--- src/rtl/and2.sv ---
// Two-input AND gate cell: combinational NAND+inverter output plus a clocked
// companion with a registered copy of y and a saturating high-cycle counter.
module and2 #(
  parameter int unsigned CNT_W = 8
) (
  input  logic             clk,
  input  logic             rst_n,
  input  logic             a,
  input  logic             b,
  input  logic             cnt_clr,
  output logic             y,
  output logic             y_q,
  output logic [CNT_W-1:0] hi_cnt
);

  localparam logic [CNT_W-1:0] CNT_MAX  = {CNT_W{1'b1}};
  localparam logic [CNT_W-1:0] CNT_ZERO = {CNT_W{1'b0}};
  localparam logic [CNT_W-1:0] CNT_ONE  = CNT_W'(1);

  logic             nand_s;
  logic             and_s;
  logic             y_d;
  logic             y_reg_q;
  logic [CNT_W-1:0] hi_cnt_d;
  logic [CNT_W-1:0] hi_cnt_q;

  // Gate structure is NAND then inverter; no storage on this path.
  assign nand_s = ~(a & b);
  assign and_s  = ~nand_s;
  assign y      = and_s;

  // Next-state logic: clear beats increment, counter sticks at all-ones.
  always_comb begin
    y_d      = and_s;
    hi_cnt_d = hi_cnt_q;
    if (cnt_clr) begin
      hi_cnt_d = CNT_ZERO;
    end else if (and_s && (hi_cnt_q != CNT_MAX)) begin
      hi_cnt_d = hi_cnt_q + CNT_ONE;
    end else begin
      hi_cnt_d = hi_cnt_q;
    end
  end

  // State registers; reset clears immediately, independent of clk.
  always_ff @(posedge clk or negedge rst_n) begin
    if (!rst_n) begin
      y_reg_q  <= 1'b0;
      hi_cnt_q <= CNT_ZERO;
    end else begin
      y_reg_q  <= y_d;
      hi_cnt_q <= hi_cnt_d;
    end
  end

  assign y_q    = y_reg_q;
  assign hi_cnt = hi_cnt_q;

endmodule

--- config.mk ---
export PLATFORM = sky130hd
export DESIGN_NAME = and2
export DESIGN_NICKNAME = d
export VERILOG_FILES = /design/src/rtl/and2.sv
export SDC_FILE = /design/constraint.sdc
export NUM_CORES = 1
export LEC_CHECK = 0
export CAP_MARGIN = 15
export CELL_PAD_IN_SITES_DETAIL_PLACEMENT = 1
export CELL_PAD_IN_SITES_GLOBAL_PLACEMENT = 2
export CORE_MARGIN = 1
export CORE_UTILIZATION = 29
export CTS_CLUSTER_SIZE = 30
export DETAILED_ROUTE_END_ITERATION = 6
export PLACE_DENSITY_LB_ADDON = 0.1
export RECOVER_POWER = 100
export REMOVE_ABC_BUFFERS = 1
export SLEW_MARGIN = 20
export SYNTH_ARGS = -nofsm -noshare
export SYNTH_HDL_FRONTEND = slang
export SYNTH_SLANG_ARGS = --single-unit
--- constraint.sdc ---
create_clock -name clk -period 3.23 [get_ports clk]
set_input_delay 0.969 -clock clk [delete_from_list [all_inputs] [get_ports clk]]
set_output_delay 0.969 -clock clk [all_outputs]
set_load 0.1 [all_outputs]
After elaboration in Yosys (flattened, before gate mapping) --
Index checks and enable logic that the tools add are counted.
Word-level totals: input port bits 5, flip-flop bits (word level) 9, word-level logic and storage cells 9
Cells by class: eq/ne operators 1, add/subtract/negate cells 1, reduce and logical (&&, ||, !) cells 2, bitwise logic cells 1, muxes and demuxes 2
Operators with widths (number):
- $mux W8 | 2
- $add A8 B1 Y8 const B | 1
- $ne A8 B8 Y1 const B | 1
- $reduce_bool A2 Y1 | 1
- $and A1 B1 Y1 | 1
- $logic_and A1 B1 Y1 | 1

Longest topological paths before layout --
Gate-level depths: netlist (run 1).
depth after elaboration 4, mapped depth 4

Least setup slack after synthesis (run 1) --
Ideal clock, no wire load.
path type in2out, start in a, end out y, arrival time 1760 ps, setup slack 501 ps, stages 1, required time 2261 ps, path buffers 0, cell sequence and2_1
Between the ends: longest elaborated chain between the ends 1
Ends and longest elaborated chain:
- start, declared | RTL line 8 | input logic a,
- $and A1 B1 Y1 | RTL line 28 | assign nand_s = ~(a & b);
- end, declared | RTL line 11 | output logic y,
No other way between the ends.

Worst setup path in the final report (run 1) --
Ends and elaborated chain as after synthesis.

==> qor.yml, run 1 <==
clock_network:
  cts_tree: "done"
  path_clk_slew_ns: 0.06
  clockBufferDepth: 2
  ctsResizeCount: 0
  clkSinkCount: 9
  postCtsHoldBufs: 0
  cts_setup_buffers: 0
  htreeDepth: 1
  cts-root-buf: "clkbuf_4"
  cts_buffers: 3
  clock_latency_ns: 0.26
placement:
  dp_hpwl_um: 920
  io_buffer_count: 14
  place_area_um2: 672
  gp_congestion: 0.647
  place_inst: 89
finish:
  syn_to_final_growth_pct: 24.2
  fin_nets: 75
  drive_above_1_share: 0.118
  postLayoutCellArea_um2: 656
  final_cells: 93
  n_antenna_cell: 0
  fillers: 211
floorplanning:
  die-area_mm2: 0.00200
  start_util: 0.309
  die_w_um: 44.7
  fp-row-count: 15
  io_pins: 15
  core_mm2: 0.00171
  die_y_um: 44.7
power:
  p_int_w: 0.000174
  vdd_ir_drop_max_v: 0.000209
  switching_share: 0.292
  power_switching_w: 0.0000719
  clock_power_share: 0.345
  p_per_area_mw_per_mm2: 375
  leakagePower_nw: 0.256
  p_comb_frac: 0.177
  p_seq_frac: 0.478
setup_path:
  arrival_ns: 2.05
  worstSetupEndpoint: "y"
  cp_max_fo: 5
  timing.rr.start: "hi_cnt[0]"
  r2r-end: "hi_cnt[0]"
  rr_worst_depth: 4
  path_cells: "clkdlybuf4s50_1 -> and2_0 -> buf_12"
  setup.worst_path.start: "a"
  slowest_delay_ns: 0.50
  required_ns: 2.26
  crit_type: "in2out"
  reg2reg_setup_slack_ns: 1.42
  start_kind: "input port"
  cp_slowest_cell: "clkdlybuf4s50_1"
  end_kind: "output pin"
drt:
  drt_iter0_markers: 5
  antenna_left: 0
  finalWirelength_um: 1280
  first_pass_iters: 4
  drt_drc_violations_left: 0
  routed_via_density: 4.84
  vias: 450
  wl_per_cell_um: 13.7
timing:
  tightest_slew_ns: 1.17
  finalHoldViolations: 0
  fin_skew_ns: 0.00442
  whs_ns: 0.621
  drv_slew: 0
  layout_min_cycle_time_ns: 3.02
  max_slew_margin: 0.222
  finalSetupViolCount: 0
  post-route-period-util: 0.935
  rsz0062_at_grt: "no"
  max_freq_ghz: 0.331
  setup_tns_ns: 0
yosys:
  synth.largest_area_cell: "dfrtp_1"
  yosys-top-cells-area: "dfrtp_1 43%, mux2_4 5.7%, nor2_1 3.6%, a311oi_2 2.8%, inv_1 2.8%"
  synthCells: 52
  ys_seq_area_frac: 0.427
  syn_area_um2: 528
  yosysUniqueCellTypes: 29
  synth_top_area_share: 0.427
  ys_seq_elements: 9
  syn_area_per_cell_um2: 10.2
  yosysWarnings: 0
grt:
  grt_usage: 0.146
  grt_max_degree: 13
  grt_pass1_vias: 419
  antenna_found_initial: 0
  grt_overflow: 0
  grt_pass1_wl_um: 2060
run_status:
  status: "finished clean"
min_path:
  hp-class: "reg2reg"
  hold_start: "hi_cnt[1]"
flow_run:
  cap_violations: 0
==> metal layers <==
metal	track usage	up-vias	part of all wire
li1	-	224	-
met1	0.199	216	0.50
met2	0.212	8	0.44
met3	0.0612	2	0.047
met4	0.0364	0	0.0071
met5	0	-	0
==> power groups by stage <==
| stage | logic, W | clock network (W) | registers (W) |
|---|---|---|---|
| floorplan | 0.0000126 | 0 | 0.000135 |
| global placement | 0.0000462 | 0 | 0.000120 |
| detailed placement | 0.0000465 | 0 | 0.000120 |
| CTS | 0.0000466 | 0.0000913 | 0.000117 |
| global route | 0.0000462 | 0.0000971 | 0.000118 |
| finish | 0.0000435 | 0.0000848 | 0.000117 |
==> stage by stage <==
| stage | util | total power (W) | setup WS (ns) |
|---|---|---|---|
| 2_1_floorplan | - | 0.000148 | 0.501 |
| 3_3_place_gp | 0.393 | 0.000166 | 0.327 |
| 3_5_place_dp | 0.393 | 0.000166 | 0.292 |
| 4_1_cts | 0.409 | 0.000255 | 0.289 |
| 5_1_grt | 0.384 | 0.000261 | 0.163 |
| 6_report | 0.384 | 0.000246 | 0.211 |
==> Yosys cell counts <==
master     n
a311oi_2   1
a211oi_1   1
nor3_1     1
o21ai_0    1
and3_1     2
nand4_1    2
and2_1     1
buf_6      1
mux2i_1    1
nand3_1    2
a21boi_0   1
ha_1       1
dfrtp_1    9
nor3b_1    2
nor2_1     5
a2111oi_0  1
o21ai_1    1
a211oi_2   1
nor4_1     2
mux2_4     2
or2b_1     1
a31oi_1    1
and4_4     1
nand2b_1   2
inv_1      4
a21oi_1    2
a21boi_2   1
o21bai_1   1
clkbuf_1   1
==> critical path, delay by kind of cell <==
kind | cells | cell delay, ns
buffers and inverters | 2 | 0.73
AND/OR/NAND/NOR | 1 | 0.36
==> cell families after synthesis <==
logic type                 count (synthesis)  synth area share
and+or+nand+nor                           21             0.235
AOI/OAI and AO/OA                         12             0.182
DFF                                        9             0.427
buffers and inverters                      6            0.0569
muxes                                      3            0.0758
adders and majority gates                  1            0.0237
==> worst min path at each step <==
stage	endpoint	slack (ns)	cells past startpoint
floorplan	hi_cnt[0]	0.67	0
global placement	hi_cnt[1]	0.61	2
detailed placement	hi_cnt[1]	0.60	2
CTS	hi_cnt[1]	0.62	2
global route	hi_cnt[1]	0.64	2
finish	hi_cnt[1]	0.62	2
==> cell usage in the layout, fill, tap and decap left out, drive strengths merged, types with 2 or more instances in the layout <==
cell type      synthesis  final
a211oi                 2      2
nor4                   2      2
o21ai                  2      2
a21boi                 2      2
inv                    4      4
nor3b                  2      2
nand3                  2      2
nand4                  2      2
and3                   2      2
nand2b                 2      2
a21oi                  2      2
clkdlybuf4s50          0      3
mux2                   2      2
clkbuf                 1     13
dfrtp                  9      9
nor2                   5      5
==> cell type report <==
| class | instances | area [µm²] | share of cell area |
|---|---|---|---|
| clock buffers | 4 | 26.3 | 0.0401 |
| multi-input cells | 37 | 264 | 0.403 |
| flip-flops and latches | 9 | 225 | 0.344 |
| inverters | 4 | 15.0 | 0.0229 |
| repair buffers | 14 | 93.8 | 0.143 |
| well taps | 25 | 31.3 | 0.0477 |
==> flip-flops by register name, indices dropped and copies added (netlist names) <==
signal and count:
y_q 1, hi_cnt 8
(Power assumes the default switching activity.)
==> run 2, diff against run 1 <==
CORE_MARGIN = unset   (was 1)
GPL_ROUTABILITY_DRIVEN = 0   (was unset)
==> results of run 2 <==
The final DEF is identical to that of run 1; final timing and power are the same.
